<file path="config.mk">
export PLATFORM = sky130hd
export DESIGN_NAME = alu_op_sequencer
export DESIGN_NICKNAME = d
export VERILOG_FILES = /design/src/rtl/alu_op_sequencer_pkg.sv /design/src/rtl/alu_op_sequencer_adder.sv /design/src/rtl/alu_op_sequencer.sv
export SDC_FILE = /design/constraint.sdc
export NUM_CORES = 1
export LEC_CHECK = 0
export BUFFER_PORTS_ARGS = -buffer_cell sky130_fd_sc_hd__buf_2
export CORE_UTILIZATION = 45
export DETAILED_ROUTE_END_ITERATION = 8
export PLACE_DENSITY = 0.62
export SETUP_SLACK_MARGIN = 0.02
export SYNTH_ARGS = -nofsm -noshare
export SYNTH_HDL_FRONTEND = slang
export SYNTH_SLANG_ARGS = --single-unit
</file>
<file path="constraint.sdc">
create_clock -name clk -period 4.8 [get_ports clk]
set_clock_uncertainty 0.1 [all_clocks]
set_input_delay 0.48 -clock clk [delete_from_list [all_inputs] [get_ports clk]]
set_output_delay 0.48 -clock clk [all_outputs]
set_load 0.05 [all_outputs]
</file>
<file path="src/rtl/alu_op_sequencer_pkg.sv">
// Shared encodings for the ALU op sequencer: request groups, opcodes and FSM states.
package alu_op_sequencer_pkg;

    // Request group selector carried on req_aluop.
    localparam logic [1:0] ALUOP_ARITH = 2'b01;
    localparam logic [1:0] ALUOP_CMP   = 2'b10;

    // Operations within the arithmetic/logic group.
    localparam logic [2:0] OP_ADD = 3'b000;
    localparam logic [2:0] OP_SUB = 3'b001;
    localparam logic [2:0] OP_NEG = 3'b010;
    localparam logic [2:0] OP_MUL = 3'b011;
    localparam logic [2:0] OP_AND = 3'b100;
    localparam logic [2:0] OP_OR  = 3'b101;
    localparam logic [2:0] OP_XOR = 3'b110;
    localparam logic [2:0] OP_NOT = 3'b111;

    // Operations within the compare group. Other codes yield zero.
    localparam logic [2:0] CMP_EQ  = 3'b000;
    localparam logic [2:0] CMP_GT  = 3'b001;
    localparam logic [2:0] CMP_LEQ = 3'b010;

    // Sequencer states: wait for request, single-step op, multiply loop, hold result.
    typedef enum logic [1:0] {
        IDLE = 2'b00,
        EXEC = 2'b01,
        MUL  = 2'b10,
        DONE = 2'b11
    } seq_state_e;

endpackage

</file>
<file path="src/rtl/alu_op_sequencer_adder.sv">
// The one WIDTH-bit adder shared by every operation of the sequencer.
module alu_adder #(
    parameter int WIDTH = 32
) (
    input  logic [WIDTH-1:0] a,
    input  logic [WIDTH-1:0] b,
    input  logic             cin,
    output logic [WIDTH-1:0] sum,
    output logic             cout,
    output logic             ovf
);

    // Full add with carry-out; signed overflow when both inputs share a sign the sum does not.
    always_comb begin
        {cout, sum} = {1'b0, a} + {1'b0, b} + {{WIDTH{1'b0}}, cin};
        ovf         = (a[WIDTH-1] == b[WIDTH-1]) && (sum[WIDTH-1] != a[WIDTH-1]);
    end

endmodule

</file>
<file path="src/rtl/alu_op_sequencer.sv">
// Multi-cycle ALU front end: one request at a time, single shared adder,
// shift-add multiply, result held until the consumer takes it.
module alu_op_sequencer
    import alu_op_sequencer_pkg::*;
#(
    parameter  int WIDTH = 32,
    localparam int CNT_W = $clog2(WIDTH) + 1
) (
    input  logic             clk,
    input  logic             rst_n,
    input  logic             req_valid,
    output logic             req_ready,
    input  logic [1:0]       req_aluop,
    input  logic [2:0]       req_opcode2,
    input  logic [WIDTH-1:0] req_op1,
    input  logic [WIDTH-1:0] req_op2,
    output logic             resp_valid,
    input  logic             resp_ready,
    output logic [WIDTH-1:0] resp_result,
    output logic             busy
);

    localparam logic [CNT_W-1:0] LAST_ITER = CNT_W'(WIDTH - 1);

    seq_state_e       state_q, state_d;
    logic [1:0]       aluop_q;
    logic [2:0]       opcode_q;
    logic [WIDTH-1:0] op1_q;
    logic [WIDTH-1:0] op2_q;
    logic [WIDTH-1:0] acc_q;
    logic [WIDTH-1:0] result_q;
    logic [CNT_W-1:0] cnt_q;

    logic [WIDTH-1:0] addA, addB, addSum;
    logic             addCin, addOvf, unusedCout;
    logic [WIDTH-1:0] execResult;
    logic             isMulReq, lastIter, lt, eq;

    assign isMulReq = (req_aluop == ALUOP_ARITH) && (req_opcode2 == OP_MUL);
    assign lastIter = (cnt_q == LAST_ITER);
    assign lt       = addSum[WIDTH-1] ^ addOvf;
    assign eq       = (op1_q == op2_q);
    assign resp_result = result_q;

    alu_adder #(.WIDTH(WIDTH)) u_adder (
        .a   (addA),
        .b   (addB),
        .cin (addCin),
        .sum (addSum),
        .cout(unusedCout),
        .ovf (addOvf)
    );

    // State register; reset abandons any op in flight.
    always_ff @(posedge clk or negedge rst_n) begin
        if (!rst_n) begin
            state_q <= IDLE;
        end else begin
            state_q <= state_d;
        end
    end

    // Next-state: multiply takes the loop path, everything else one step; DONE waits for the consumer.
    always_comb begin
        state_d = state_q;
        case (state_q)
            IDLE:    if (req_valid) state_d = isMulReq ? MUL : EXEC;
            EXEC:    state_d = DONE;
            MUL:     if (lastIter) state_d = DONE;
            DONE:    if (resp_ready) state_d = IDLE;
            default: state_d = IDLE;
        endcase
    end

    // Handshake and status outputs decoded purely from the state.
    always_comb begin
        req_ready  = 1'b0;
        resp_valid = 1'b0;
        busy       = 1'b0;
        case (state_q)
            IDLE:      req_ready  = 1'b1;
            EXEC, MUL: busy       = 1'b1;
            DONE:      resp_valid = 1'b1;
            default:   ;
        endcase
    end

    // Adder input mux: accumulate during multiply, subtract for sub and compares, plain add otherwise.
    always_comb begin
        addA   = op1_q;
        addB   = op2_q;
        addCin = 1'b0;
        if (state_q == MUL) begin
            addA = acc_q;
            addB = op1_q;
        end else if ((aluop_q == ALUOP_CMP) ||
                     ((aluop_q == ALUOP_ARITH) && (opcode_q == OP_SUB))) begin
            addB   = ~op2_q;
            addCin = 1'b1;
        end
    end

    // Single-step result selection; compares use the overflow-corrected sign of op1-op2.
    always_comb begin
        execResult = '0;
        case (aluop_q)
            ALUOP_ARITH: begin
                case (opcode_q)
                    OP_ADD, OP_SUB: execResult = addSum;
                    OP_NEG:         execResult = ~op1_q;
                    OP_AND:         execResult = op1_q & op2_q;
                    OP_OR:          execResult = op1_q | op2_q;
                    OP_XOR:         execResult = op1_q ^ op2_q;
                    OP_NOT:         execResult = {{(WIDTH-1){1'b0}}, (op1_q == '0)};
                    default:        execResult = '0;
                endcase
            end
            ALUOP_CMP: begin
                case (opcode_q)
                    CMP_EQ:  execResult = {{(WIDTH-1){1'b0}}, eq};
                    CMP_GT:  execResult = {{(WIDTH-1){1'b0}}, (!lt && !eq)};
                    CMP_LEQ: execResult = {{(WIDTH-1){1'b0}}, (lt || eq)};
                    default: execResult = '0;
                endcase
            end
            default: execResult = '0;
        endcase
    end

    // Datapath: capture on accept, shift-add each MUL cycle, load the result only when entering DONE.
    // The loop exits on the cycle that would take the counter to WIDTH, so MUL lasts exactly WIDTH cycles.
    always_ff @(posedge clk or negedge rst_n) begin
        if (!rst_n) begin
            aluop_q  <= '0;
            opcode_q <= '0;
            op1_q    <= '0;
            op2_q    <= '0;
            acc_q    <= '0;
            cnt_q    <= '0;
            result_q <= '0;
        end else begin
            case (state_q)
                IDLE: begin
                    if (req_valid) begin
                        aluop_q  <= req_aluop;
                        opcode_q <= req_opcode2;
                        op1_q    <= req_op1;
                        op2_q    <= req_op2;
                        acc_q    <= '0;
                        cnt_q    <= '0;
                    end
                end
                EXEC: result_q <= execResult;
                MUL: begin
                    if (op2_q[0]) acc_q <= addSum;
                    op1_q <= op1_q << 1;
                    op2_q <= op2_q >> 1;
                    cnt_q <= cnt_q + CNT_W'(1);
                    if (lastIter) result_q <= op2_q[0] ? addSum : acc_q;
                end
                default: ;
            endcase
        end
    end

endmodule

</file>
==> impl_metrics.prom <==
# TYPE chip_impl_metric gauge
chip_impl_metric{name="detail_route.iter0.violations",unit=""} 942
chip_impl_info{name="whs_endpoint",value="opcode_q[1]"} 1
chip_impl_metric{name="die_width",unit="microns"} 161
chip_impl_info{name="worst_r2r_startpoint",value="aluop_q[0]"} 1
chip_impl_metric{name="setup_ws",unit="ns"} 0.421
chip_impl_metric{name="critical_path_data_arrival_time",unit="ns"} 4.65
chip_impl_metric{name="clock.fmax",unit="GHz"} 0.228
chip_impl_metric{name="worstPathMaxFanout",unit=""} 25
chip_impl_info{name="worst_path_most_repeated_cell",value="sky130_fd_sc_hd__ha_1"} 1
chip_impl_metric{name="cts_stage_hold_buffer_count",unit=""} 1
chip_impl_metric{name="worst_hold_path.num_cells",unit=""} 2
chip_impl_info{name="timing.critical_path.to_type",value="flip-flop"} 1
chip_impl_info{name="min_delay_src",value="req_opcode2[1]"} 1
chip_impl_metric{name="drc",unit=""} 0
chip_impl_info{name="run_status",value="finished, final reports clean"} 1
chip_impl_metric{name="final-hold-violation-count",unit=""} 0
chip_impl_metric{name="grt_usage",unit="%"} 29.3
chip_impl_metric{name="first_global_vias",unit=""} 10200
chip_impl_info{name="critical_path_class",value="reg2reg"} 1
chip_impl_metric{name="design.core.area",unit="sq mm"} 0.0245
chip_impl_metric{name="cts_htree_levels",unit=""} 4
chip_impl_metric{name="synthArstFlopShare",unit="%"} 100
chip_impl_info{name="grt_setup_unrepaired",value="no"} 1
chip_impl_info{name="timing.critical_path.cells",value="ha_1 > nand4bb_1 > and2_2 > buf_4 > xnor2_1 > o21ai_0 > ha_1 > a21oi_1 > o211ai_1 > a21boi_2 > nand3_2 > a2111o_1 > o211ai_2 > mux2i_1 > o221a_2"} 1
chip_impl_metric{name="place_hpwl",unit="microns"} 26200
chip_impl_metric{name="dp_worst_setup_slack",unit="ns"} 0.576
chip_impl_metric{name="final_weighted_congestion_in_routability_driven_placement",unit=""} 0.988
chip_impl_metric{name="required",unit="ns"} 5.07
chip_impl_metric{name="nets",unit=""} 1624
chip_impl_metric{name="max_stage_delay",unit="ns"} 0.51
chip_impl_metric{name="io_pins",unit=""} 108
chip_impl_metric{name="area_growth_syn_to_fin",unit="%"} 13.0
chip_impl_info{name="worst_path_dominant_cell_family",value="compound AO/OA/AOI/OAI gates"} 1
chip_impl_metric{name="cts-root-to-sink-buffers",unit=""} 2
chip_impl_metric{name="nFillCells",unit=""} 2371
chip_impl_metric{name="synth_nets",unit=""} 1554
chip_impl_metric{name="worstRegToRegCells",unit=""} 15
chip_impl_metric{name="firstDrtPassIters",unit=""} 5
chip_impl_metric{name="slew-limit-headroom",unit="%"} 25.7
chip_impl_metric{name="worstSkewPairLatency",unit="ns"} 0.43
chip_impl_metric{name="tritoncts_num_sinks",unit=""} 141
chip_impl_metric{name="totalNegativeSetupSlack",unit="ns"} 0
chip_impl_metric{name="seq_area_frac_synth",unit="%"} 31.2
chip_impl_metric{name="finalMaxSlewViolations",unit=""} 0
chip_impl_metric{name="wire_per_inst",unit="microns"} 20.7
chip_impl_metric{name="port_buffers",unit=""} 107
chip_impl_info{name="tritoncts_clock_tree",value="built"} 1
chip_impl_metric{name="count_of_inserted_antenna_diode_cells",unit=""} 0
chip_impl_metric{name="final.period_utilization",unit="%"} 91.2
chip_impl_metric{name="post_route_cells_drive_above_1_share",unit="%"} 14.9
chip_impl_metric{name="grt_remaining_overflow",unit=""} 0
chip_impl_info{name="cts-root-buf",value="sky130_fd_sc_hd__clkbuf_16"} 1
chip_impl_metric{name="period_minus_slack",unit="ns"} 4.38
chip_impl_metric{name="synth_warnings",unit=""} 0
chip_impl_metric{name="core.rowCount",unit=""} 57
chip_impl_metric{name="syn-cell-area",unit="sq mm"} 0.0113
chip_impl_metric{name="postSynthRegisterBits",unit=""} 141
chip_impl_metric{name="pin_count_of_the_biggest_net_entering_global_routing",unit=""} 163
chip_impl_metric{name="routed-via-count",unit=""} 10700
chip_impl_metric{name="die_area",unit="sq mm"} 0.0258
chip_impl_metric{name="grt_pass1_wl",unit="microns"} 58100
chip_impl_metric{name="avgSynthCellArea",unit="sq um"} 8.21
chip_impl_metric{name="postCtsResizedCells",unit=""} 0
chip_impl_metric{name="cts_post_setup_buffers_inserted",unit=""} 0
chip_impl_info{name="final_cell_mix",value="sky130_fd_sc_hd__nand2_1, sky130_fd_sc_hd__o21ai_0, sky130_fd_sc_hd__dfrtp_1, sky130_fd_sc_hd__buf_2, sky130_fd_sc_hd__ha_1"} 1
chip_impl_metric{name="postSynthCellCount",unit=""} 1378
chip_impl_metric{name="routed_via_density",unit=""} 5.97
chip_impl_metric{name="critPathBufInv",unit=""} 1
chip_impl_metric{name="cap_violations",unit=""} 0
chip_impl_info{name="critical-path-slowest-cell",value="sky130_fd_sc_hd__buf_4"} 1
chip_impl_metric{name="floorplan.initialDensity",unit="%"} 46.3
chip_impl_metric{name="synth_enable_flop_cells",unit=""} 0
chip_impl_metric{name="die_h",unit="microns"} 161
chip_impl_info{name="worstReg2RegEnd",value="resp_result[31]"} 1
chip_impl_metric{name="route.final.wire_length",unit="microns"} 36900
chip_impl_metric{name="cts_buffers",unit=""} 17
chip_impl_metric{name="synth_cell_types",unit=""} 85
chip_impl_metric{name="antenna_left",unit=""} 0
chip_impl_info{name="layout.cells.most_common",value="sky130_fd_sc_hd__nand2_1"} 1
chip_impl_info{name="ys_dominant_reg_cell",value="sky130_fd_sc_hd__dfrtp_1"} 1
chip_impl_metric{name="number_of_antenna_violations_at_the_first_check_in_global_routing",unit=""} 0
chip_impl_metric{name="worst_pin_slew",unit="ns"} 1.11
chip_impl_metric{name="regToRegSetupSlack",unit="ns"} 0.42
chip_impl_info{name="start_kind",value="flip-flop"} 1
chip_impl_metric{name="setup-violations-final",unit=""} 0
chip_impl_metric{name="clk_pin_slew",unit="ns"} 0.07
chip_impl_info{name="hp-class",value="in2reg"} 1
[worst max-delay path by stage]
| stage | start | end | slack, ns | cells past startpoint |
|---|---|---|---|---|
| 6_report | aluop_q[0] | resp_result[31] | 0.42 | 15 |
| 2_1_floorplan | state_q[0] | resp_result[18] | 0.52 | 19 |
| 4_1_cts | aluop_q[0] | resp_result[31] | 0.49 | 15 |
| 5_1_grt | aluop_q[1] | resp_result[31] | 0.14 | 16 |
| 3_5_place_dp | aluop_q[0] | resp_result[31] | 0.58 | 15 |
| 3_3_place_gp | aluop_q[0] | resp_result[25] | 0.61 | 15 |
[area by class of cell]
class                           instances  area, sq um  area share, %
Tap cell                              324          405           3.17
Multi-Input combinational cell       1074         7180           56.1
Timing Repair Buffer                  133          777           6.08
Clock inverter                         13          156           1.22
Inverter                               81          304           2.38
Sequential cell                       141         3530           27.6
Clock buffer                           18          439           3.43
[layer usage]
layer  global-route usage, %  share of wire [%]
met5                       0                  0
met4                    12.3                3.4
met3                    4.62                7.9
met2                    43.3                 43
met1                    42.2                 46
[worst register-to-register path, stage by stage (launching register included)]
cell and delay, ns:
sky130_fd_sc_hd__dfrtp_1 0.39, sky130_fd_sc_hd__ha_1 0.22, sky130_fd_sc_hd__nand4bb_1 0.13, sky130_fd_sc_hd__and2_2 0.34, sky130_fd_sc_hd__buf_4 0.51, sky130_fd_sc_hd__xnor2_1 0.19, sky130_fd_sc_hd__o21ai_0 0.11, sky130_fd_sc_hd__ha_1 0.40
sky130_fd_sc_hd__a21oi_1 0.32, sky130_fd_sc_hd__o211ai_1 0.19, sky130_fd_sc_hd__a21boi_2 0.21, sky130_fd_sc_hd__nand3_2 0.24, sky130_fd_sc_hd__a2111o_1 0.49, sky130_fd_sc_hd__o211ai_2 0.09, sky130_fd_sc_hd__mux2i_1 0.20, sky130_fd_sc_hd__o221a_2 0.18
[state kept, by name, summed over array words and instances (netlist names)]
register / flops
op1_q: 32
cnt_q: 6
resp_result: 32
op2_q: 32
opcode_q: 3
aluop_q: 2
acc_q: 32
state_q: 2
[per-stage QoR]
stage | cell area [sq um] | utilization (%) | hold WS (ns) | instances
after floorplan | 11300 | - | 0.0844 | 1378
after global placement | 12200 | 49.8 | 0.343 | 1752
after detailed placement | 12200 | 49.8 | 0.346 | 1752
after CTS | 12800 | 52.3 | 0.181 | 1784
after global routing | 12800 | 52.3 | 0.201 | 1784
final | 12800 | 52.3 | 0.193 | 1784
[cells in the mapped netlist, types with 15 or more instances]
cell	n	area share, %
sky130_fd_sc_hd__a21boi_0	34	2.3
sky130_fd_sc_hd__a21o_1	19	1.3
sky130_fd_sc_hd__a21oi_1	75	3.3
sky130_fd_sc_hd__a221oi_1	19	1.5
sky130_fd_sc_hd__clkbuf_1	61	2.0
sky130_fd_sc_hd__dfrtp_1	141	31
sky130_fd_sc_hd__ha_1	101	11
sky130_fd_sc_hd__inv_1	79	2.6
sky130_fd_sc_hd__mux2i_1	40	3.5
sky130_fd_sc_hd__nand2_1	218	7.2
sky130_fd_sc_hd__nor2_1	72	2.4
sky130_fd_sc_hd__nor4_1	15	0.83
sky130_fd_sc_hd__o21ai_0	181	8.0
sky130_fd_sc_hd__o21ai_1	16	0.71
sky130_fd_sc_hd__o22ai_1	23	1.3
sky130_fd_sc_hd__xnor2_1	45	3.5
[cell families after synthesis]
family	Yosys count	synth area share, %
buffers and inverters	163	5.71
adder cells (fa/ha/maj)	103	11.5
AO/OA/AOI/OAI	476	27.0
AND/OR/NAND/NOR	383	15.1
multiplexers	56	5.16
flip-flops	141	31.2
XOR/XNOR	56	4.33
Power is left out: the tool's default activity adds up to more than one toggle a clock period on the data nets, which glitch-free logic cannot reach.
